[config.mk]
export PLATFORM = sky130hd
export DESIGN_NAME = times_table_arbiter_flat
export DESIGN_NICKNAME = d
export VERILOG_FILES = /design/src/rtl/tt_arb_pkg.sv /design/src/rtl/times_table_arbiter_if.sv /design/src/rtl/rr_arb2.sv /design/src/rtl/times_table_arbiter.sv /design/src/flat_wrapper.sv
export SDC_FILE = /design/constraint.sdc
export NUM_CORES = 1
export LEC_CHECK = 0
export ABC_AREA = 1
export CELL_PAD_IN_SITES_DETAIL_PLACEMENT = 1
export CELL_PAD_IN_SITES_GLOBAL_PLACEMENT = 1
export CORE_MARGIN = 2
export CORE_UTILIZATION = 32
export CTS_CLUSTER_SIZE = 16
export DETAILED_ROUTE_END_ITERATION = 16
export GPL_TIMING_DRIVEN = 0
export MAX_ROUTING_LAYER = met4
export PLACE_DENSITY_LB_ADDON = 0.3
export SKIP_CTS_REPAIR_TIMING = 1
export SYNTH_ARGS = -nofsm -noshare
export SYNTH_HDL_FRONTEND = slang
export SYNTH_SLANG_ARGS = --single-unit
[constraint.sdc]
create_clock -name clk -period 2.5 [get_ports clk]
set_input_delay 0.625 -clock clk [delete_from_list [all_inputs] [get_ports clk]]
set_output_delay 0.625 -clock clk [all_outputs]
set_load 0.02 [all_outputs]
[src/rtl/tt_arb_pkg.sv]
// Shared constants and FSM encoding for the times_table_arbiter slice.
package tt_arb_pkg;

  localparam int unsigned OP_W_DEF  = 3;
  localparam int unsigned RES_W_DEF = 2 * OP_W_DEF;
  localparam int unsigned CNT_W     = 4;

  typedef enum logic [1:0] {
    StIdle  = 2'd0,
    StIssue = 2'd1,
    StWait  = 2'd2,
    StResp  = 2'd3
  } state_e;

endpackage

[src/rtl/times_table_arbiter_if.sv]
// Request, response and multiplier-side signals of times_table_arbiter.
// master: requesters plus multiplier model; slave: the arbiter.
interface times_table_arbiter_if #(
  parameter int unsigned OP_W = tt_arb_pkg::OP_W_DEF
);
  localparam int unsigned RES_W = 2 * OP_W;

  logic             req0_valid;
  logic [OP_W-1:0]  req0_a;
  logic [OP_W-1:0]  req0_b;
  logic             req0_ready;
  logic             req1_valid;
  logic [OP_W-1:0]  req1_a;
  logic [OP_W-1:0]  req1_b;
  logic             req1_ready;
  logic             resp0_valid;
  logic             resp1_valid;
  logic [RES_W-1:0] resp_result;
  logic             mul_enable;
  logic [OP_W-1:0]  mul_a;
  logic [OP_W-1:0]  mul_b;
  logic [RES_W-1:0] mul_result;
  logic             err;

  modport master (
    output req0_valid, req0_a, req0_b, req1_valid, req1_a, req1_b, mul_result,
    input  req0_ready, req1_ready, resp0_valid, resp1_valid, resp_result,
    input  mul_enable, mul_a, mul_b, err
  );

  modport slave (
    input  req0_valid, req0_a, req0_b, req1_valid, req1_a, req1_b, mul_result,
    output req0_ready, req1_ready, resp0_valid, resp1_valid, resp_result,
    output mul_enable, mul_a, mul_b, err
  );

endinterface

[src/rtl/rr_arb2.sv]
// Two-input round-robin grant: on a tie the requester other than last_grant wins.
module rr_arb2 (
  input  logic [1:0] valid,
  input  logic       last_grant,
  output logic [1:0] grant
);

  always_comb begin
    grant = 2'b00;
    unique case (valid)
      2'b01:   grant = 2'b01;
      2'b10:   grant = 2'b10;
      2'b11:   grant = last_grant ? 2'b01 : 2'b10;
      default: grant = 2'b00;
    endcase
  end

endmodule

[src/rtl/times_table_arbiter.sv]
// Shares one registered times_tables multiplier between two valid/ready requesters.
// Optional result checker enabled by defining TT_ARB_CHECK_EN.
module times_table_arbiter
  import tt_arb_pkg::*;
#(
  parameter int unsigned OP_W        = OP_W_DEF,
  parameter int unsigned MUL_LATENCY = 1
) (
  input logic                  clk,
  input logic                  rst,
  times_table_arbiter_if.slave bus
);

  localparam int unsigned      RES_W = 2 * OP_W;
  localparam logic [CNT_W-1:0] LAT   = CNT_W'(MUL_LATENCY);

  state_e           state_q, state_d;
  logic [CNT_W-1:0] cnt_q;
  logic             last_grant_q;
  logic             owner_q;
  logic [OP_W-1:0]  mul_a_q, mul_b_q;
  logic [RES_W-1:0] resp_result_q;
  logic [1:0]       grant;
  logic [1:0]       ready;
  logic             accept;
  logic             capture;

  rr_arb2 u_rr_arb2 (
    .valid      ({bus.req1_valid, bus.req0_valid}),
    .last_grant (last_grant_q),
    .grant      (grant)
  );

  assign ready   = (state_q == StIdle) ? grant : 2'b00;
  assign accept  = |ready;
  assign capture = (state_q == StWait) && (cnt_q == LAT);

  always_ff @(posedge clk) begin
    if (rst) begin
      state_q <= StIdle;
    end else begin
      state_q <= state_d;
    end
  end

  always_comb begin
    state_d = state_q;
    unique case (state_q)
      StIdle:  if (accept) state_d = StIssue;
      StIssue: state_d = StWait;
      StWait:  if (capture) state_d = StResp;
      StResp:  state_d = StIdle;
      default: state_d = StIdle;
    endcase
  end

  always_comb begin
    bus.req0_ready  = ready[0];
    bus.req1_ready  = ready[1];
    bus.mul_enable  = (state_q == StIssue);
    bus.resp0_valid = (state_q == StResp) && !owner_q;
    bus.resp1_valid = (state_q == StResp) && owner_q;
  end

  // Operands, owner and product are held until the next accept / capture.
  always_ff @(posedge clk) begin
    if (rst) begin
      cnt_q         <= '0;
      last_grant_q  <= 1'b1;
      owner_q       <= 1'b0;
      mul_a_q       <= '0;
      mul_b_q       <= '0;
      resp_result_q <= '0;
    end else begin
      if (accept) begin
        mul_a_q      <= grant[1] ? bus.req1_a : bus.req0_a;
        mul_b_q      <= grant[1] ? bus.req1_b : bus.req0_b;
        owner_q      <= grant[1];
        last_grant_q <= grant[1];
      end
      if (state_q == StIssue) begin
        cnt_q <= CNT_W'(1);
      end else if (capture) begin
        cnt_q         <= '0;
        resp_result_q <= bus.mul_result;
      end else if (state_q == StWait) begin
        cnt_q <= cnt_q + 1'b1;
      end
    end
  end

  assign bus.mul_a       = mul_a_q;
  assign bus.mul_b       = mul_b_q;
  assign bus.resp_result = resp_result_q;

`ifdef TT_ARB_CHECK_EN
  logic             err_q;
  logic [RES_W-1:0] expect_prod;

  assign expect_prod = RES_W'(mul_a_q) * RES_W'(mul_b_q);

  always_ff @(posedge clk) begin
    if (rst) begin
      err_q <= 1'b0;
    end else if (capture && (bus.mul_result != expect_prod)) begin
      err_q <= 1'b1;
    end
  end

  assign bus.err = err_q;
`else
  assign bus.err = 1'b0;
`endif

endmodule
[src/flat_wrapper.sv]
// flat-port wrapper written by rule: the top's interface ports become plain ports
module times_table_arbiter_flat import tt_arb_pkg::*;
#(
  parameter int unsigned OP_W        = OP_W_DEF,
  parameter int unsigned MUL_LATENCY = 1
)
  (clk, rst, bus_req0_valid, bus_req0_a, bus_req0_b, bus_req1_valid, bus_req1_a, bus_req1_b, bus_mul_result, bus_req0_ready, bus_req1_ready, bus_resp0_valid, bus_resp1_valid, bus_resp_result, bus_mul_enable, bus_mul_a, bus_mul_b, bus_err);
  times_table_arbiter_if #(.OP_W(OP_W)) bus_i ();
  input logic clk;
  input logic rst;
  input wire logic [$bits(bus_i.req0_valid)-1:0] bus_req0_valid;
  input wire logic [$bits(bus_i.req0_a)-1:0] bus_req0_a;
  input wire logic [$bits(bus_i.req0_b)-1:0] bus_req0_b;
  input wire logic [$bits(bus_i.req1_valid)-1:0] bus_req1_valid;
  input wire logic [$bits(bus_i.req1_a)-1:0] bus_req1_a;
  input wire logic [$bits(bus_i.req1_b)-1:0] bus_req1_b;
  input wire logic [$bits(bus_i.mul_result)-1:0] bus_mul_result;
  output wire logic [$bits(bus_i.req0_ready)-1:0] bus_req0_ready;
  output wire logic [$bits(bus_i.req1_ready)-1:0] bus_req1_ready;
  output wire logic [$bits(bus_i.resp0_valid)-1:0] bus_resp0_valid;
  output wire logic [$bits(bus_i.resp1_valid)-1:0] bus_resp1_valid;
  output wire logic [$bits(bus_i.resp_result)-1:0] bus_resp_result;
  output wire logic [$bits(bus_i.mul_enable)-1:0] bus_mul_enable;
  output wire logic [$bits(bus_i.mul_a)-1:0] bus_mul_a;
  output wire logic [$bits(bus_i.mul_b)-1:0] bus_mul_b;
  output wire logic [$bits(bus_i.err)-1:0] bus_err;
  assign bus_i.req0_valid = bus_req0_valid;
  assign bus_i.req0_a = bus_req0_a;
  assign bus_i.req0_b = bus_req0_b;
  assign bus_i.req1_valid = bus_req1_valid;
  assign bus_i.req1_a = bus_req1_a;
  assign bus_i.req1_b = bus_req1_b;
  assign bus_i.mul_result = bus_mul_result;
  assign bus_req0_ready = bus_i.req0_ready;
  assign bus_req1_ready = bus_i.req1_ready;
  assign bus_resp0_valid = bus_i.resp0_valid;
  assign bus_resp1_valid = bus_i.resp1_valid;
  assign bus_resp_result = bus_i.resp_result;
  assign bus_mul_enable = bus_i.mul_enable;
  assign bus_mul_a = bus_i.mul_a;
  assign bus_mul_b = bus_i.mul_b;
  assign bus_err = bus_i.err;
  times_table_arbiter #(.OP_W(OP_W), .MUL_LATENCY(MUL_LATENCY)) u_core (.clk(clk), .rst(rst), .bus(bus_i));
endmodule
==> flow_metrics.py <==
metrics = {
    "synthesis": {
        "synth_warnings": 0,
        "synth_adder_area_share_pct": 8.20,
        "synth_compound_area_share_pct": 9.02,
        "synth.avg_cell_area_um2": 6.89,
        "ys_ff_latch": 20,
        "synthXorXnorAreaFrac_pct": 0,
        "muxShareOfSynthArea_pct": 0,
        "yosysUniqueCellTypes": 22,
        "synth_cells": 155,
        "ys_seq_area_share_pct": 37.5,
        "syn-cell-area_um2": 1070,
        "synth-simple-area-share_pct": 36.1,
        "syn-num-nets": 184,
        "synth_top_family_by_area": "simple AND/OR/NAND/NOR gates",
    },
    "finish": {
        "final_util_pct": 50.1,
        "antenna_cells": 0,
        "area_delta_synth_final_pct": 45.4,
        "nNetsFinal": 226,
        "final_common_cell": "nand2_1",
        "final_cell_mix": "nand2_1 (42), clkdlybuf4s50_1 (35), dfxtp_1 (20)",
        "drive_gt1_share_pct": 9.18,
    },
    "worst_hold_path": {
        "hold_class": "flip-flop to flip-flop",
    },
    "floorplan": {
        "dieWidth_um": 61.8,
        "io_pins": 40,
        "initial_core_util_pct": 34.4,
        "dieHeight_um": 61.8,
        "die-area_um2": 3820,
        "rows": 20,
        "core_area_um2": 3100,
    },
    "timing": {
        "rsz0062_at_grt": "true",
        "fin_crit_sh_pct": 102,
        "drv_slew": 0,
        "layout_min_cycle_time_ns": 2.55,
        "finClkSkew_ns": 0.00253,
        "finalWorstSetupSlack_ns": -0.0472,
        "setup_viol": 1,
        "clock.fmax_mhz": 393,
        "setup_tns_ns": -0.0472,
        "hold_viol": 0,
    },
    "grt": {
        "track_usage_pct": 19.3,
        "grt_overflow": 0,
        "antenna_found_initial": 0,
        "grt_pass1_vias": 1213,
        "grt_pass1_wl_um": 5220,
        "grt_max_degree": 13,
    },
    "clock_tree": {
        "cts.sinks": 20,
        "clkTransAtPathRegs_ns": 0.12,
        "numCtsBuffers": 3,
        "cts_buffer_depth": 2,
        "cts_max_level": 1,
        "ctsRootBufferMaster": "clkbuf_4",
        "clkLatencyLatePin_ns": 0.31,
        "cts_tree": "built",
    },
    "critical_path": {
        "critPathMaxFanout": 9,
        "path_cells": "clkdlybuf4s50_1 -> nand2_2 -> nand2_4 -> nand2_4 -> inv_1 -> dlymetal6s2s_1",
        "start_kind": "input pin",
        "crit_type": "input pin to output pin",
        "critPathMostFrequentCell": "nand2_4",
        "critical-path-top-delay-family": "buffers and inverters",
        "critPathMaxStageDelay_ns": 0.57,
        "worstPathRequired_ns": 1.88,
        "cp_slowest_cell": "clkdlybuf4s50_1",
        "cp.arrival_ns": 1.92,
        "path_buf_inv": 3,
        "crit_path_end_kind": "output pin",
    },
    "drt": {
        "via_count": 1117,
        "first_pass_iters": 4,
        "wl_um": 3040,
        "ant_nets": 0,
        "wl_per_cell_um": 12.7,
        "drt-vias-per-instance": 4.65,
        "drc": 0,
        "detail_route.iter0.violations": 43,
    },
    "placed_design": {
        "pre_cts_slack_ns": -0.444,
        "dp_hpwl_um": 2450,
        "io_buffer_count": 37,
        "finalWeightedCongestion": 0.782,
    },
    "outcome": {
        "status": "complete, but fails checks",
        "violations": "negative setup slack",
    },
    "run": {
        "maxCapViolCount": 0,
    },
    "power_and_ir_drop": {
        "ir_drop_v": 0.000392,
        "p_leak_uw": 0.000717,
        "powerDensity_nw_per_um2": 949,
    },
}
## synth_stat cells (all sizes together)
library cell,number,area (µm²)
nor2,17,63.8
dfxtp,20,400
buf,2,12.5
conb,1,3.75
a31oi,1,6.26
o211ai,1,7.51
a21oi,14,77.6
or2,3,18.8
o21ai,1,5.00
inv,21,78.8
nand4,3,25.0
nand2,46,193
clkbuf,1,3.75
ha,7,87.6
nand3,17,85.1
## area by class of cell
| type | count | area [µm²] |
|---|---|---|
| repair buffers | 37 | 375 |
| fillers | 429 | 1550 |
| multi-input cells | 111 | 576 |
| flip-flops and latches | 20 | 400 |
| clock buffers | 3 | 22.5 |
| clock inverters | 1 | 30.0 |
| inverters | 21 | 78.8 |
| well taps | 44 | 55.1 |
| plain buffers | 3 | 16.3 |
## registers in the layout, indices dropped and copies added, names as in the netlist
| register | flops |
|---|---|
| u_core.cnt_q | 4 |
| u_core.bus.mul_a | 3 |
| u_core.last_grant_q | 1 |
| u_core.bus.mul_b | 3 |
| u_core.state_q | 2 |
| u_core.bus.resp_result | 6 |
| u_core.owner_q | 1 |
## final timing paths
check | end | start | slack, ns | depth (start not counted)
max reg2reg | u_core.bus.resp_result[5]$_SDFFE_PP0P_ | u_core.state_q[0]$_SDFFE_PP0P_ | 0.93 | 6
max | bus_req1_ready | bus_req1_valid | -0.05 | 6
min reg2reg | u_core.bus.resp_result[0]$_SDFFE_PP0P_ | u_core.bus.resp_result[0]$_SDFFE_PP0P_ | 0.48 | 2
min | u_core.bus.resp_result[0]$_SDFFE_PP0P_ | u_core.bus.resp_result[0]$_SDFFE_PP0P_ | 0.48 | 2
## per-layer routing
layer  vias up  part of all wire [%]  GRT usage [%]
met5         -                     0              -
met4         0                  0.69           7.90
met3         2                   2.0           3.73
met2        13                    51           33.2
met1       532                    46           21.7
li1        570                     -              -
## where the power goes
part / switching (µW) / internal [µW]
logic: 437 / 310
clock network: 111 / 162
registers: 57.6 / 397
## logic make-up (layout without fill, tap and decap cells)
group / after synthesis / in the layout
AO/OA/AOI/OAI: 17 / 17
adder cells (fa/ha/maj): 7 / 7
buffers and inverters: 24 / 65
flip-flops: 20 / 20
other: 1 / 1
AND/OR/NAND/NOR: 86 / 86
## worst min-delay path, cell delays in order, from the launching register on
cell     delay, ns
dfxtp_1       0.33
nand2_1       0.06
a21oi_1       0.05
## per-stage QoR
step | hold slack [ns] | instances | instance area (µm²) | power [µW]
2_1_floorplan | 0.454 | 155 | 1070 | 931
3_3_place_gp | 0.453 | 236 | 1490 | 1160
3_5_place_dp | 0.462 | 236 | 1490 | 1210
4_1_cts | 0.480 | 240 | 1550 | 1500
5_1_grt | 0.509 | 240 | 1550 | 1600
6_report | 0.478 | 240 | 1550 | 1480
Power figures use the tool's default switching activity.
